[config.mk]
export PLATFORM = sky130hd
export DESIGN_NAME = u74hc_gate_bank
export DESIGN_NICKNAME = d
export VERILOG_FILES = /design/src/rtl/u74hc_gate_bank.sv
export SDC_FILE = /design/constraint.sdc
export NUM_CORES = 1
export LEC_CHECK = 0
export CORE_ASPECT_RATIO = 1.25
export CORE_MARGIN = 2
export CORE_UTILIZATION = 33
export DETAILED_ROUTE_END_ITERATION = 7
export DONT_BUFFER_PORTS = 1
export PLACE_DENSITY = 0.57
export SLEW_MARGIN = 25
export SYNTH_ARGS = -nofsm -noshare
export SYNTH_HDL_FRONTEND = slang
export SYNTH_SLANG_ARGS = --single-unit
[constraint.sdc]
create_clock -name clk -period 2.43 [get_ports clk]
set_input_delay 0.1215 -clock clk [delete_from_list [all_inputs] [get_ports clk]]
set_output_delay 0.1215 -clock clk [all_outputs]
set_load 0.03 [all_outputs]
[src/rtl/u74hc_gate_bank.sv]
// N-channel 74HC04/07-style buffer/inverter bank with a per-channel propagation delay
// in clk ticks, selectable inertial or transport delay, and supply-pin power-loss reset.
module u74hc_gate_bank #(
    parameter int unsigned         CHANNELS = 6,
    parameter int unsigned         DELAY    = 9,
    parameter logic [CHANNELS-1:0] IC       = '0,
    parameter bit                  INVERT   = 1'b1,
    parameter bit                  INERTIAL = 1'b1
) (
    input  logic                clk,
    input  logic                rst,
    input  logic                vcc,
    input  logic                gnd,
    input  logic [CHANNELS-1:0] a,
    output logic [CHANNELS-1:0] y,
    output logic [CHANNELS-1:0] pending
);

    // Reset and loss of either supply pin clear all state without waiting for a clock edge.
    logic vrst;
    assign vrst = rst | ~vcc | gnd;

    logic [CHANNELS-1:0] t;
    logic [CHANNELS-1:0] busy;

    assign t       = a ^ {CHANNELS{INVERT}};
    assign pending = busy & {CHANNELS{~vrst}};

    if (INERTIAL) begin : g_inertial
        localparam int unsigned CW = $clog2(DELAY + 1);

        logic [CW-1:0]       cnt_q [CHANNELS];
        logic [CW-1:0]       cnt_d [CHANNELS];
        logic [CHANNELS-1:0] y_q;
        logic [CHANNELS-1:0] y_d;

        // A target that disagrees with the output must hold for DELAY consecutive edges;
        // any edge where it agrees again restarts the count, swallowing short glitches.
        always_comb begin
            y_d  = y_q;
            busy = '0;
            for (int i = 0; i < int'(CHANNELS); i++) begin
                cnt_d[i] = '0;
                if (t[i] != y_q[i]) begin
                    if (cnt_q[i] == CW'(DELAY - 1)) begin
                        y_d[i] = t[i];
                    end else begin
                        cnt_d[i] = cnt_q[i] + 1'b1;
                    end
                end
                busy[i] = (cnt_q[i] != '0) | (t[i] != y_q[i]);
            end
        end

        always_ff @(posedge clk or posedge vrst) begin
            if (vrst) begin
                y_q <= IC;
                for (int i = 0; i < int'(CHANNELS); i++) begin
                    cnt_q[i] <= '0;
                end
            end else begin
                y_q <= y_d;
                for (int i = 0; i < int'(CHANNELS); i++) begin
                    cnt_q[i] <= cnt_d[i];
                end
            end
        end

        assign y = y_q;
    end else begin : g_transport
        logic [DELAY-1:0] sr_q [CHANNELS];
        logic [DELAY-1:0] sr_d [CHANNELS];

        // Shift-and-insert form also covers DELAY=1, where the register is a single flop.
        always_comb begin
            y    = '0;
            busy = '0;
            for (int i = 0; i < int'(CHANNELS); i++) begin
                sr_d[i] = (sr_q[i] << 1) | DELAY'(t[i]);
                y[i]    = sr_q[i][DELAY-1];
                busy[i] = (|(sr_q[i] ^ {DELAY{sr_q[i][DELAY-1]}})) | (t[i] != sr_q[i][DELAY-1]);
            end
        end

        always_ff @(posedge clk or posedge vrst) begin
            if (vrst) begin
                for (int i = 0; i < int'(CHANNELS); i++) begin
                    sr_q[i] <= {DELAY{IC[i]}};
                end
            end else begin
                for (int i = 0; i < int'(CHANNELS); i++) begin
                    sr_q[i] <= sr_d[i];
                end
            end
        end
    end

endmodule

; ---- Yosys cells after proc, flatten, opt, wreduce, memory -nomap -nowiden
; Cells that the tools add are included.
[word_totals]
rom_bits = 0
ramBits = 0
latch_bits = 0
memories = 0
regBits = 30
output_inout_bits = 12
[classes]
mul = 0
bitwise = 12
n_reduce_logical = 12
order_cmp = 0
n_eq_ne = 12
shifts = 0
mux = 12
n_div = 0
addsub = 6
[ops]
columns = cell, count
row1 = two-way mux 4 bit, 12
row2 = "adder 4 x 1 -> 4 bit, second input constant", 6
row3 = "== test 4 bit, second input constant", 6
row4 = nonzero test 4 bit, 6
row5 = AND reduction 2 bit, 6
row6 = bitwise OR 1 bit, 8
row7 = AND 6 bit, 1
row8 = inequality test 1 bit, 6
row9 = inverter 6 bit, 1
row10 = inverter 1 bit, 2

; ---- Depth between registers and ports, before layout
[logic_depth]
ltp_word = 5
depth_mapped = 5
depth_no_buf = 5

; ---- Worst setup path after synthesis
; OpenSTA, ideal clock, no wires.
[synth_path]
kind = input -> output
start = in rst
end = out pending[1]
setup_slack_ps = 65
path_buffers = 0
arrival_time_ps = 2244
stages = 3
cell_sequence = nor3b_2 inv_2 a31oi_1
[synth_via]
elab_chain_cells = 4
[synth_lines]
columns = item, line_no
row1 = from (decl), 11  ; input logic rst,
row2 = bitwise OR 1 bit (2 in a row), 21  ; assign vrst = rst | ~vcc | gnd;
row3 = inverter 1 bit, 27  ; assign pending = busy & {CHANNELS{~vrst}};
row4 = AND 6 bit, 27
row5 = to (decl), 16  ; output logic [CHANNELS-1:0] pending
; Every way passes these cells.

; ---- Worst setup path in the final report
[layout_path]
start = reg g_inertial.cnt_q[0] (netlist name)
end = out pending[5]
[layout_via]
elab_chain_cells = 3
[layout_lines]
columns = item, line_no
row1 = from (decl), 32  ; logic [CW-1:0] cnt_q [CHANNELS];
row2 = "from (signal, indexed assignment)", 64  ; cnt_q[i] <= cnt_d[i];
row3 = nonzero test 4 bit, 51  ; busy[i] = (cnt_q[i] != '0) | (t[i] != y_q[i]);
row4 = bitwise OR 1 bit, 51
row5 = AND 6 bit, 27
; Every way passes these cells.

==> qor.yml <==
violations: "negative hold slack"
cp.arrival_ns: 1.59
wirelength_um: 2780
wire_per_inst_um: 11.2
numClockSinks: 30
status: "complete, but fails checks"
post-place-ws_ns: 1.01
syn-mean-instance-area_um2: 9.40
coreArea_um2: 4660
post-place-cells: 234
overflow: 0
die_x_um: 65.9
setup_tns_ns: 0
ys_types: 23
hold_violations: 4
cp-start-kind: "flop"
reg2reg_setup_slack_ns: 1.12
vias: 1158
die_h_um: 81.3
finalNonFillerCells: 248
drv_slew: 0
synth-seq-cells: 30
fin_crit_ns: 1.72
maxCapViolCount: 0
num_rows: 28
synthTopCellsByArea: "dfrtp_1, ha_1, a21oi_1"
ant_nets: 0
clockBufferDepth: 2
htreeDepth: 2
portBuffers: 0
hold_path_class: "in2async"
crit_family: "compound AO/OA/AOI/OAI gates"
worst_slew_margin_rel: 0.575
cp.required_ns: 2.31
path_class: "reg2out"
numCtsBuffers: 5
slowest_delay_ns: 0.53
post_cts.repair.setup_buffers: 0
grt_first_pass_wirelength_um: 5000
slowest_stage: "a21oi_1"
synth_edf_count: 0
syn2layout_area_growth_pct: 18.7
max_freq_mhz: 583
via_per_inst: 4.67
setup_viol: 0
yosys_warnings: 0
ir_worst_vdd_mv: 0.489
drc: 0
clk_latency_ns: 0.28
synth_area_um2: 1580
timing.hold.ws_ns: -0.00555
worst_pin_slew_ns: 0.639
clk_pin_slew_worst_paths_ns: 0.07
cts_tree: "done"
synth-seq-area-share: 0.475
dieArea_um2: 5360
setup_ws_ns: 0.714
io_pins: 22
syn-num-nets: 190
fin_worst_skew_ns: 0.00671
antenna_found_initial: 0
drive_gt1_frac: 0.106
num-fill-cells: 479
crit_path_cell_trace: "inv_1 > ha_1 > nand2b_1 > nor2_1 > a21oi_1"
initial_utilization: 0.339
yosys_most_used_dff: "dfrtp_1"
drt_iter0_drc: 38
p_leak_nw: 0.890
firstDrtPassIters: 4
synth_top_area_cell: "dfrtp_1"
diodes: 0
synthCells: 168
grt_max_degree: 31
p_per_area_nw_per_um2: 1050
period_share: 0.706
worstSetupEndpointType: "primary output"
grt_pass1_vias: 1180
dp.final_hpwl_um: 1970
async_flop_share: 1.00
grt_usage: 0.123
path_buf_inv: 1
gp_congestion: 0.796
rsz0062_at_grt: "no"
synth_top_area_share: 0.475
cts_root_buffer: "clkbuf_8"
cp_max_fo: 3
nets: 209
synth_stat cells, types with 6 or more instances:
cell type and count:
nand2b_1 6, nand2_1 16, nand3b_1 9, xor2_1 6, inv_1 19, a21oi_1 18, ha_1 12, nand3_1 6
nor2_1 19, dfrtp_1 30, o21ai_0 6
state kept, by name, indices dropped and copies added (netlist names):
register	flops
y	6
g_inertial.cnt_q	24
worst register-to-register path, delay by kind of cell, from the launching register on:
family	cells	cell delay [ns]
compound gates	1	0.15
fa+ha+maj	1	0.24
buf+inv	1	0.08
flops	1	0.40
simple gates	1	0.36
layer usage:
layer	global-route usage	routed length [um]	vias to the layer above
li1	-	-	590
met1	0.137	1290	543
met2	0.211	1300	20
met3	0.0360	121	5
met4	0.0625	64	0
met5	0	0	-
path summary, 6_finish.rpt:
path / start / end / cells past startpoint
hold reg to reg: g_inertial.cnt_q[20] / g_inertial.cnt_q[20] / 3
max in group asynchronous: rst / y[1] / 2
min in group clk: a[3] / g_inertial.cnt_q[9] / 2
setup / recovery: g_inertial.cnt_q[0] / pending[5] / 5
setup reg to reg: g_inertial.cnt_q[8] / g_inertial.cnt_q[11] / 4
hold / removal: vcc / g_inertial.cnt_q[7] / 2
repair_timing:
item,4_1_cts,5_1_grt
hold buffers,6,0
hold endpoints to repair,6,0
resized for setup,0,0
through the flow:
stage                util  total power, mW  area, um^2  hold WS [ns]
global placement    0.366             1.48        1710         0.235
detailed placement  0.366             1.50        1710         0.238
CTS                 0.402             2.00        1870        0.0194
global route        0.402             2.16        1870        0.0407
finish              0.402             1.98        1870      -0.00555
floorplan               -             1.35        1580         0.230
power by group:
group / leakage, nW / switching (mW) / internal, mW
Clock: 0.0579 / 0.187 / 0.301
Combinational: 0.440 / 0.345 / 0.253
Sequential: 0.392 / 0.236 / 0.653
layout by cell type, fill, tap and decap left out:
cell and count:
clkinv_2 2, xor2_1 6, nor4_1 1, a21oi_1 18, a21boi_2 2, bufinv_16 1
o21ai_1 2, or2_0 3, and3b_2 2, dlygate4sd3_1 6, nor2_1 19, nand3b_1 9
mux2i_1 3, nor3b_1 2, clkbuf_8 5, o21ai_0 6, inv_2 1, a31oi_1 1
inv_1 19, nor3b_4 1, dfrtp_1 30, nand3_1 6, nor3_1 1, nand2b_1 6
or3b_1 2, ha_1 12, buf_4 6, nand2_1 16
cell type report:
cell class                      count  area, um^2  area share
Clock buffer                        5        68.8      0.0367
Clock inverter                      3        40.0      0.0214
Inverter                           20        75.1      0.0401
Multi-Input combinational cell    118         759       0.405
Sequential cell                    30         751       0.401
Tap cell                           60        75.1      0.0401
Timing Repair Buffer               12         105      0.0561
kinds of logic after synthesis:
family,synth area share
compound gates,0.101
xor+xnor,0.0333
fa+ha+maj,0.0951
buf+inv,0.0475
flops,0.475
mux,0.0190
simple gates,0.229
(Power assumes the default switching activity.)
